## src/rtl/ir_prefetch_pkg.sv

```systemverilog
// Shared types and default sizing for the IR prefetch queue.
package ir_prefetch_pkg;

  localparam int PF_DEPTH   = 4;
  localparam int PF_MAX_OUT = 2;
  localparam int PF_VMA_W   = 18;
  localparam int WORD_W     = 36;

  // PDP-10 bit numbering: bit 0 is the most significant bit.
  typedef logic [0:WORD_W-1] tWord;

  typedef struct packed {
    tWord                  word;
    logic [PF_VMA_W-1:0]   pc;
  } t_entry;

endpackage

```

## src/rtl/pf_fifo.sv

```systemverilog
// Synchronous FIFO holding prefetched words together with their fetch addresses.
module pf_fifo
  import ir_prefetch_pkg::*;
#(
  parameter int DEPTH = PF_DEPTH,
  parameter int PC_W  = PF_VMA_W
) (
  input  logic                         clk,
  input  logic                         rst_n,
  input  logic                         i_clear,
  input  logic                         i_push,
  input  tWord                         i_word,
  input  logic [PC_W-1:0]              i_pc,
  input  logic                         i_pop,
  output logic                         o_valid,
  output logic [$clog2(DEPTH+1)-1:0]   o_count,
  output tWord                         o_head_word,
  output logic [PC_W-1:0]              o_head_pc
);

  localparam int AW = $clog2(DEPTH);
  localparam int CW = $clog2(DEPTH+1);

  tWord            r_word [DEPTH];
  logic [PC_W-1:0] r_pc   [DEPTH];
  logic [AW-1:0]   r_wr_ptr;
  logic [AW-1:0]   r_rd_ptr;
  logic [CW-1:0]   r_count;
  logic            w_push;
  logic            w_pop;
  logic            w_full;

  assign w_full  = (r_count == CW'(DEPTH));
  assign o_valid = (r_count != '0);
  assign w_pop   = i_pop && o_valid && !i_clear;
  assign w_push  = i_push && !i_clear;

  // Entry storage: write at the tail on every accepted push.
  always_ff @(posedge clk or negedge rst_n) begin
    if (!rst_n) begin
      for (int i = 0; i < DEPTH; i++) begin
        r_word[i] <= '0;
        r_pc[i]   <= '0;
      end
    end else if (w_push) begin
      r_word[r_wr_ptr] <= i_word;
      r_pc[r_wr_ptr]   <= i_pc;
    end
  end

  // Pointer and occupancy tracking; clear wins over push and pop.
  always_ff @(posedge clk or negedge rst_n) begin
    if (!rst_n) begin
      r_wr_ptr <= '0;
      r_rd_ptr <= '0;
      r_count  <= '0;
    end else if (i_clear) begin
      r_wr_ptr <= '0;
      r_rd_ptr <= '0;
      r_count  <= '0;
    end else begin
      if (w_push) r_wr_ptr <= r_wr_ptr + AW'(1);
      if (w_pop)  r_rd_ptr <= r_rd_ptr + AW'(1);
      r_count <= r_count + CW'(w_push) - CW'(w_pop);
    end
  end

  // Head is forced to zero when empty so IR never sees stale data.
  always_comb begin
    o_head_word = '0;
    o_head_pc   = '0;
    if (o_valid) begin
      o_head_word = r_word[r_rd_ptr];
      o_head_pc   = r_pc[r_rd_ptr];
    end
  end

  assign o_count = r_count;

  // The request accounting upstream reserves a slot for every outstanding fetch.
  a_no_overflow: assert property (@(posedge clk) disable iff (!rst_n) !(i_push && w_full));

endmodule

```

## src/rtl/ir_prefetch.sv

```systemverilog
// Instruction prefetch queue: issues sequential fetches, drops returns from a
// flushed stream, and presents the head word and its PC to IR.
module ir_prefetch
  import ir_prefetch_pkg::*;
#(
  parameter int DEPTH   = PF_DEPTH,
  parameter int MAX_OUT = PF_MAX_OUT,
  parameter int VMA_W   = PF_VMA_W
) (
  input  logic                         clk,
  input  logic                         rst_n,
  input  logic                         flush,
  input  logic [VMA_W-1:0]             flushPC,
  output logic                         memReq,
  output logic [VMA_W-1:0]             memAddr,
  input  logic                         memAck,
  input  logic                         memValid,
  input  tWord                         memData,
  input  logic                         irLoad,
  output logic                         irValid,
  output tWord                         irWord,
  output logic [VMA_W-1:0]             irPC,
  output logic                         underrun,
  output logic [$clog2(DEPTH+1)-1:0]   count
);

  localparam int CW = $clog2(DEPTH+1);

  logic [VMA_W-1:0] r_fetch_pc;
  logic             r_mem_req;
  logic [CW-1:0]    r_out;
  logic [CW-1:0]    r_drop;
  logic             r_underrun;

  logic             w_ack;
  logic             w_push;
  logic             w_pop;
  logic             w_fifo_valid;
  logic [CW-1:0]    w_count;
  logic [CW-1:0]    w_out_nxt;
  logic [CW-1:0]    w_count_nxt;
  logic [CW:0]      w_sum_nxt;
  logic             w_req_nxt;

  assign w_ack = r_mem_req && memAck;

  // Next-cycle occupancy drives the registered request so that
  // queued words plus in-flight fetches never exceed the queue depth.
  always_comb begin
    w_push      = memValid && !flush && (r_drop == '0);
    w_pop       = irLoad && w_fifo_valid && !flush;
    w_out_nxt   = r_out + CW'(w_ack) - CW'(memValid);
    w_count_nxt = flush ? '0 : (w_count + CW'(w_push) - CW'(w_pop));
    w_sum_nxt   = {1'b0, w_count_nxt} + {1'b0, w_out_nxt};
    w_req_nxt   = (w_sum_nxt < (CW+1)'(DEPTH)) && (w_out_nxt < CW'(MAX_OUT));
  end

  // Fetch address, request, outstanding and discard accounting.
  always_ff @(posedge clk or negedge rst_n) begin
    if (!rst_n) begin
      r_fetch_pc <= '0;
      r_mem_req  <= 1'b0;
      r_out      <= '0;
      r_drop     <= '0;
    end else begin
      r_mem_req <= w_req_nxt;
      r_out     <= w_out_nxt;
      if (flush) begin
        // Everything still in flight, including a request accepted right now,
        // belongs to the abandoned stream.
        r_fetch_pc <= flushPC;
        r_drop     <= w_out_nxt;
      end else begin
        if (w_ack) r_fetch_pc <= r_fetch_pc + VMA_W'(1);
        if (memValid && (r_drop != '0)) r_drop <= r_drop - CW'(1);
      end
    end
  end

  // Underrun flags a load attempted against an empty queue.
  always_ff @(posedge clk or negedge rst_n) begin
    if (!rst_n) r_underrun <= 1'b0;
    else        r_underrun <= irLoad && !w_fifo_valid && !flush;
  end

  pf_fifo #(
    .DEPTH (DEPTH),
    .PC_W  (VMA_W)
  ) u_fifo (
    .clk         (clk),
    .rst_n       (rst_n),
    .i_clear     (flush),
    .i_push      (w_push),
    .i_word      (memData),
    .i_pc        (r_pc_tail()),
    .i_pop       (w_pop),
    .o_valid     (w_fifo_valid),
    .o_count     (w_count),
    .o_head_word (irWord),
    .o_head_pc   (irPC)
  );

  // Returns arrive in request order, so the tail PC is the oldest in-flight
  // address: fetchPC minus the number of fetches still outstanding.
  function automatic logic [VMA_W-1:0] r_pc_tail();
    return r_fetch_pc - VMA_W'(r_out);
  endfunction

  assign memReq   = r_mem_req;
  assign memAddr  = r_fetch_pc;
  assign irValid  = w_fifo_valid;
  assign underrun = r_underrun;
  assign count    = w_count;

endmodule

```

## config.mk

```make
export PLATFORM = sky130hd
export DESIGN_NAME = ir_prefetch
export DESIGN_NICKNAME = d
export VERILOG_FILES = /design/src/rtl/ir_prefetch_pkg.sv /design/src/rtl/pf_fifo.sv /design/src/rtl/ir_prefetch.sv
export SDC_FILE = /design/constraint.sdc
export NUM_CORES = 1
export LEC_CHECK = 0
export CAP_MARGIN = 40
export CORE_MARGIN = 3
export CORE_UTILIZATION = 40
export DETAILED_ROUTE_END_ITERATION = 7
export PLACE_DENSITY = 0.6
export SLEW_MARGIN = 20
export SYNTH_ARGS = -nofsm -noshare
export SYNTH_HDL_FRONTEND = slang
export SYNTH_HIERARCHICAL = 1
export SYNTH_SLANG_ARGS = --single-unit
```

## constraint.sdc

```tcl
create_clock -name clk -period 8.1 [get_ports clk]
set_input_delay 1.62 -clock clk [delete_from_list [all_inputs] [get_ports clk]]
set_output_delay 1.62 -clock clk [all_outputs]
set_load 0.01 [all_outputs]
```

* Word-level counts from Yosys, hierarchy flattened
Cells that the tools add are included.
** Word-level totals
- Bits in registers :: 249
- Input bits :: 60
- Output and inout port bits :: 78
** Cells by class
- Add/subtract/negate cells :: 12
- $lt $le $gt $ge :: 5
- Muxes and demuxes :: 24
- Bitwise operators :: 2
- Reductions and logical operators :: 22
** Operators by type and width (number)
- $bwmux 144 :: 1
- $mux 36 :: 4
- $mux 18 :: 6
- $bmux 36 s2 :: 1
- $bwmux 72 :: 1
- $demux 36 s2 :: 1
- $bmux 18 s2 :: 1
- $demux 18 s2 :: 1
- $add 18x1->18 const B :: 1
- $sub 18x3->18 :: 1
- $logic_and 1x1->1 :: 13
- $mux 3 :: 4
- $add 3x1->3 :: 3
- $sub 3x1->3 :: 3
- $mux 2 :: 4
- $reduce_bool 2->1 :: 4
- $ge 3x3->1 const B :: 2
- $not 2->3 :: 2
- $reduce_bool 3->1 :: 2
- $add 2x1->2 const B :: 2
- $add 3x3->4 :: 1
- $lt 4x3->1 const B :: 1
- $logic_not 3->1 :: 1
- $lt 3x1->1 const B :: 1
- 3 further kinds :: 4

* Depth between registers and ports, before layout
- Depth in word-level cells :: 9
- Mapped depth :: 15
- Gate-level depth less buffers :: 15

* Modules after synthesis
Netlist, hierarchy kept.
** Modules (own cells, without submodules)
- pf_fifo :: times used 1, cells each 626, area an instance 10083.4 um^2, seq. area each 5580.4 um^2
- ir_prefetch :: times used 1, cells each 225, area an instance 1944.4 um^2, seq. area each 650.6 um^2

* Least setup slack after synthesis
OpenSTA, ideal clock, no wires.
- Path kind :: input to register
- From :: in flush
- To :: reg r_mem_req, in the netlist memReq
- Library setup time :: 72 ps
- Arrival :: 4334 ps
- Data required time :: 8028 ps
- Setup slack :: 3694 ps
- Stages :: 14
- Path buffers :: 2
- Cell sequence :: clkbuf_1 -> inv_1 -> clkbuf_1 -> and3_1 -> ha_1 -> inv_1 -> ha_1 -> fa_1 -> xnor2_1 -> nor2_1 -> ha_1 -> or4_1 -> a41o_1 -> nor2_1
** RTL lines
- from (decl) :: line ir_prefetch.sv:12 : input logic flush,
- $logic_not 1->1 :: line ir_prefetch.sv:51 : w_pop = irLoad && w_fifo_valid && !flush;
- $logic_and 1x1->1 :: line ir_prefetch.sv:51
- net w_pop :: line ir_prefetch.sv:37 : logic w_pop;
- $sub 3x1->3 :: line ir_prefetch.sv:53 : w_count_nxt = flush ? '0 : (w_count + CW'(w_push) - CW'(w_pop));
- $mux 3 :: line ir_prefetch.sv:53
- $add 3x3->4 :: line ir_prefetch.sv:54 : w_sum_nxt = {1'b0, w_count_nxt} + {1'b0, w_out_nxt};
- $lt 4x3->1 :: line ir_prefetch.sv:55 : w_req_nxt = (w_sum_nxt < (CW+1)'(DEPTH)) && (w_out_nxt < CW'(MAX_OUT));
- $logic_and 1x1->1 :: line ir_prefetch.sv:55
- net w_req_nxt :: line ir_prefetch.sv:43 : logic w_req_nxt;
- to (signal assigned) :: line ir_prefetch.sv:66 : r_mem_req <= w_req_nxt;
- to (decl) :: line ir_prefetch.sv:30 : logic r_mem_req;
The timed path passes the listed nets, and every way through them passes these cells.
A chain may end at the register's enable or synchronous reset.

* Worst setup path after layout
- From :: reg u_fifo.r_rd_ptr[0]
- To :: out irPC[9]
** On the way
- Cells in the longest elaborated chain, start to end :: 5
** RTL lines
- from (decl) :: line pf_fifo.sv:27 : logic [AW-1:0] r_rd_ptr;
- from (signal assigned) :: line pf_fifo.sv:63 : if (w_pop) r_rd_ptr <= r_rd_ptr + AW'(1);
- $not 2->3 (not written as such) :: line pf_fifo.sv:74 : o_head_pc = r_pc[r_rd_ptr];
- $bmux 18 s2 :: line pf_fifo.sv:74
- $mux 18 (not written as such) (2 in a row) :: line pf_fifo.sv:74
- $mux 18 :: line pf_fifo.sv:72 : if (o_valid) begin
- to (decl) :: line ir_prefetch.sv:22 : output logic [VMA_W-1:0] irPC,
No other way between the ends. The select of a mux whose other input is x is not followed.

==> impl_metrics.prom <==
# TYPE chip_impl_metric gauge
chip_impl_info{name="outcome",value="finished clean"} 1
chip_impl_metric{name="report.final.hold_viol_count",unit=""} 0
chip_impl_metric{name="final_max_slew_viol_count",unit=""} 0
chip_impl_metric{name="drt-initial-drc-count",unit=""} 471
chip_impl_metric{name="antenna_cells_inserted",unit=""} 0
chip_impl_metric{name="syn_to_final_growth",unit="%"} 22.23
chip_impl_metric{name="drv_cap",unit=""} 0
chip_impl_info{name="worst_path_dominant_cell_family",value="buffers and inverters"} 1
chip_impl_metric{name="timing_worst_slew_pin_value",unit="ns"} 0.8527
chip_impl_metric{name="std_cell_rows",unit=""} 62
chip_impl_metric{name="grt_pass1_vias",unit=""} 7648
chip_impl_metric{name="clock_insertion_delay_worst_skew",unit="ns"} 0.54
chip_impl_metric{name="drt_pass1_iterations",unit=""} 4
chip_impl_metric{name="met2_wirelength",unit="um"} 12400
chip_impl_metric{name="route.detailed.wl_per_inst",unit="um"} 19.22
chip_impl_metric{name="syn-cell-area",unit="mm2"} 0.01203
chip_impl_info{name="critical_path.reg2reg.startpoint",value="u_fifo/o_count[1]$_DFF_PN0_"} 1
chip_impl_metric{name="cts_buffer_depth",unit=""} 3
chip_impl_metric{name="layout.area.seq",unit="mm2"} 0.006236
chip_impl_info{name="dominantRegCellSynth",value="sky130_fd_sc_hd__dfrtp_1"} 1
chip_impl_metric{name="die_x",unit="um"} 179.4
chip_impl_metric{name="synth_enable_flop_cells",unit=""} 0
chip_impl_metric{name="tritoncts.num_buffers",unit=""} 29
chip_impl_metric{name="fill_cells",unit=""} 2562
chip_impl_metric{name="grt_util_overall",unit="%"} 16.46
chip_impl_metric{name="fin_tns_setup",unit="ns"} 0
chip_impl_metric{name="initial_core_util",unit="%"} 41.24
chip_impl_metric{name="tritoncts_num_sinks",unit=""} 249
chip_impl_metric{name="globalRouteOverflowTotal",unit=""} 0
chip_impl_metric{name="cts_hold_buffers",unit=""} 0
chip_impl_metric{name="drc",unit=""} 0
chip_impl_info{name="hold_class",value="reg2reg"} 1
chip_impl_metric{name="vias",unit=""} 7262
chip_impl_metric{name="postSynthCellCount",unit=""} 851
chip_impl_metric{name="sequential_element_share_of_the_synthesized_area",unit="%"} 51.80
chip_impl_metric{name="floorplan.die_area",unit="mm2"} 0.03219
chip_impl_metric{name="cts.repair_timing.setup_buffer_count",unit=""} 0
chip_impl_metric{name="synthDistinctLibCells",unit=""} 39
chip_impl_metric{name="io_pins",unit=""} 138
chip_impl_metric{name="layout_min_cycle_time",unit="ns"} 4.924
chip_impl_metric{name="syn_nets",unit=""} 933
chip_impl_metric{name="drt-met1-wl",unit="um"} 12510
chip_impl_metric{name="clk_transition_reported_paths",unit="ns"} 0.06
chip_impl_metric{name="crit_buf_inv",unit=""} 2
chip_impl_metric{name="port-buffer-count",unit=""} 137
chip_impl_metric{name="post_cts_resize_count",unit=""} 0
chip_impl_metric{name="post-route-period-util",unit="%"} 60.79
chip_impl_info{name="cts_tree",value="yes"} 1
chip_impl_metric{name="routed_via_density",unit=""} 5.240
chip_impl_metric{name="r2r.worst_path.cells",unit=""} 13
chip_impl_metric{name="hold-path-cell-count",unit=""} 1
chip_impl_metric{name="cts_htree_levels",unit=""} 1
chip_impl_metric{name="reg2reg_slack",unit="ns"} 4.05
chip_impl_metric{name="power_density",unit="mW/mm2"} 237.6
chip_impl_metric{name="setup_viol_count_final",unit=""} 0
chip_impl_info{name="nature_of_the_critical_path_endpoint",value="output pin"} 1
chip_impl_metric{name="maxClockFrequency",unit="GHz"} 0.2031
chip_impl_info{name="hold_path.startpoint",value="u_fifo/r_pc[27]$_DFFE_PN0P_"} 1
chip_impl_info{name="cts_root_buf",value="sky130_fd_sc_hd__clkbuf_16"} 1
chip_impl_metric{name="maximum_number_of_pins_on_one_net_before_global_route_repair",unit=""} 116
chip_impl_metric{name="grt_first_pass_wirelength",unit="um"} 43190
chip_impl_metric{name="required",unit="ns"} 6.48
chip_impl_metric{name="stdcell_count",unit=""} 1386
chip_impl_metric{name="asyncSetResetFlopFracSynth",unit="%"} 100.0
chip_impl_metric{name="coreArea",unit="mm2"} 0.02917
chip_impl_info{name="reg2reg_to",value="memReq$_DFF_PN0_"} 1
chip_impl_metric{name="yosys_warnings",unit=""} 6
chip_impl_metric{name="avg_synthesized_cell_area",unit="um2"} 14.13
chip_impl_metric{name="arrival",unit="ns"} 3.30
chip_impl_info{name="grt_setup_unrepaired",value="no"} 1
chip_impl_metric{name="gp_congestion",unit=""} 0.7682
chip_impl_metric{name="grt_antenna_before_repair",unit=""} 0
chip_impl_metric{name="hpwlAfterDp",unit="um"} 16560
chip_impl_metric{name="post_route_cells_drive_above_1_share",unit="%"} 35.03
chip_impl_metric{name="leakagePower",unit="nW"} 6.721
chip_impl_metric{name="multiInputGateArea",unit="mm2"} 0.005419
chip_impl_info{name="highest_routed_metal_layer",value="met4"} 1
chip_impl_metric{name="clock_skew",unit="ns"} 0.01060
chip_impl_info{name="crit_path_cells",value="buf_4 > mux4_2 > and2_1 > clkdlybuf4s50_1"} 1
chip_impl_info{name="timing.critical_path.from_type",value="register"} 1
chip_impl_metric{name="slew_headroom",unit="%"} 43.16
chip_impl_metric{name="totalWireLength",unit="um"} 26640
chip_impl_metric{name="final_net_count",unit=""} 1063
chip_impl_metric{name="drt.antenna.violating_nets",unit=""} 0
chip_impl_metric{name="irDropWorstVdd",unit="V"} 0.0001648
chip_impl_metric{name="critical_path_peak_fanout",unit=""} 31
chip_impl_info{name="min_delay_worst_endpoint",value="u_fifo/r_pc[27]$_DFFE_PN0P_"} 1
chip_impl_info{name="crit_slowest_cell",value="sky130_fd_sc_hd__dfrtp_4"} 1
chip_impl_info{name="criticalPathCategory",value="reg2out"} 1
chip_impl_metric{name="dieHeight",unit="um"} 179.4
chip_impl_metric{name="critical-path-max-stage-delay",unit="ns"} 0.79
chip_impl_metric{name="ys_ff_latch",unit=""} 249
chip_impl_metric{name="wl_met3",unit="um"} 1200
chip_impl_metric{name="place.detailed.instances",unit=""} 1332
[worst max-delay path by stage]
stage / startpoint / cells past startpoint / end / slack (ns)
floorplan: flush / 14 / memReq$_DFF_PN0_ / 3.69
global placement: memValid / 13 / memReq$_DFF_PN0_ / 2.90
detailed placement: flush / 13 / memReq$_DFF_PN0_ / 2.92
CTS: u_fifo/r_rd_ptr[0]$_DFFE_PN0P_ / 4 / irPC[10] / 3.05
global route: u_fifo/r_rd_ptr[0]$_DFFE_PN0P_ / 4 / irPC[9] / 2.91
finish: u_fifo/r_rd_ptr[0]$_DFFE_PN0P_ / 4 / irPC[9] / 3.18
[stage by stage]
stage | total power [mW] | hold WS [ns] | util [%] | instance area (um2) | worst slack, ns
after floorplan | 2.032 | 0.4738 | - | 12030 | 3.694
after global placement | 2.264 | 0.4812 | 46.94 | 13690 | 2.898
after detailed placement | 2.280 | 0.4878 | 47.09 | 13730 | 2.923
after CTS | 3.544 | 0.5010 | 50.24 | 14650 | 3.045
after global routing | 3.689 | 0.5052 | 50.40 | 14700 | 2.912
final | 3.493 | 0.4989 | 50.40 | 14700 | 3.176
[synthesized netlist by cell type (4+ instances only)]
cell                       count  area [um2]
sky130_fd_sc_hd__a31oi_1       5       31.28
sky130_fd_sc_hd__or3_1         8       50.05
sky130_fd_sc_hd__nand2_1      22       82.58
sky130_fd_sc_hd__nor2_1       20       75.07
sky130_fd_sc_hd__ha_1         18       225.2
sky130_fd_sc_hd__o21ai_0      20       100.1
sky130_fd_sc_hd__xor2_1       10       87.58
sky130_fd_sc_hd__dfrtp_1     249        6231
sky130_fd_sc_hd__inv_1        25       93.84
sky130_fd_sc_hd__clkbuf_1     14       52.55
sky130_fd_sc_hd__nor4_1        7       43.79
sky130_fd_sc_hd__nor3_1        4       20.02
sky130_fd_sc_hd__buf_6         4       45.04
sky130_fd_sc_hd__mux2_2      219        2466
sky130_fd_sc_hd__xnor2_1      23       201.4
sky130_fd_sc_hd__nor2b_1       7       43.79
sky130_fd_sc_hd__buf_2        36       180.2
sky130_fd_sc_hd__nand4_1       4       25.02
sky130_fd_sc_hd__nand3_1       9       45.04
sky130_fd_sc_hd__fa_1          4       80.08
sky130_fd_sc_hd__mux4_2       54        1216
sky130_fd_sc_hd__and2_1       54       337.8
sky130_fd_sc_hd__mux2i_1       5       50.05
sky130_fd_sc_hd__nand3b_1      6       45.04
[power breakdown]
group | switching, mW | leakage [nW] | total (mW) | internal [mW]
Sequential | 0.108 | 3.34 | 1.55 | 1.44
Combinational | 0.289 | 2.93 | 0.704 | 0.415
Clock | 0.511 | 0.453 | 1.24 | 0.733
[state kept, by name, summed over array words and instances (netlist names)]
name	flops
u_fifo/r_word	144
u_fifo/r_pc	72
underrun	1
r_drop	3
u_fifo/o_count	3
memReq	1
u_fifo/r_rd_ptr	2
memAddr	18
u_fifo/r_wr_ptr	2
r_out	3
[cell families after synthesis]
family / Yosys count / synth area share, %
mux: 278 / 31.03
flops: 249 / 51.80
simple gates: 158 / 7.531
buf+inv: 81 / 3.152
xor+xnor: 34 / 2.590
compound gates: 29 / 1.352
fa+ha+maj: 22 / 2.538
[layout by cell type, fill, tap and decap left out, drive strengths merged, types with 2 or more instances in the layout]
| cell type | n |
|---|---|
| nand2 | 22 |
| mux4 | 54 |
| xor2 | 10 |
| fa | 4 |
| clkinv | 9 |
| buf | 18 |
| clkinvlp | 3 |
| and4b | 2 |
| or4 | 3 |
| mux2 | 219 |
| ha | 18 |
| mux2i | 5 |
| a31oi | 5 |
| or2 | 2 |
| nor2b | 7 |
| nor3 | 6 |
| inv | 28 |
| clkdlybuf4s50 | 135 |
| and2 | 54 |
| clkbuf | 38 |
| xnor2 | 23 |
| nor3b | 3 |
| nand3 | 9 |
| dfrtp | 249 |
| nor2 | 20 |
| nand3b | 6 |
| o21ai | 20 |
| nand4 | 5 |
| nor4 | 7 |
| or3 | 10 |
[area by class of cell]
class	count	area share, %
clock inverter	14	0.7489
tap	384	3.268
sequential	249	42.42
timing repair buffer	153	10.51
multi-input combinational	521	36.86
inverter	27	0.6894
clock buffer	38	5.506
[per-layer routing]
layer	vias to the layer above	GRT usage, %
li1	3318	-
met1	3756	23.57
met2	155	26.32
met3	33	3.112
met4	0	3.713
met5	-	0
[worst reg2reg max path, delay by kind of cell (launching register included)]
kind / cells / cell delay (ns)
AND/OR/NAND/NOR: 5 / 1.56
adder cells (fa/ha/maj): 4 / 1.10
buffers and inverters: 2 / 0.42
flip-flops: 1 / 0.52
XOR/XNOR: 1 / 0.17
AO/OA/AOI/OAI: 1 / 0.22
Note: power is estimated with default switching activity, not from simulation.
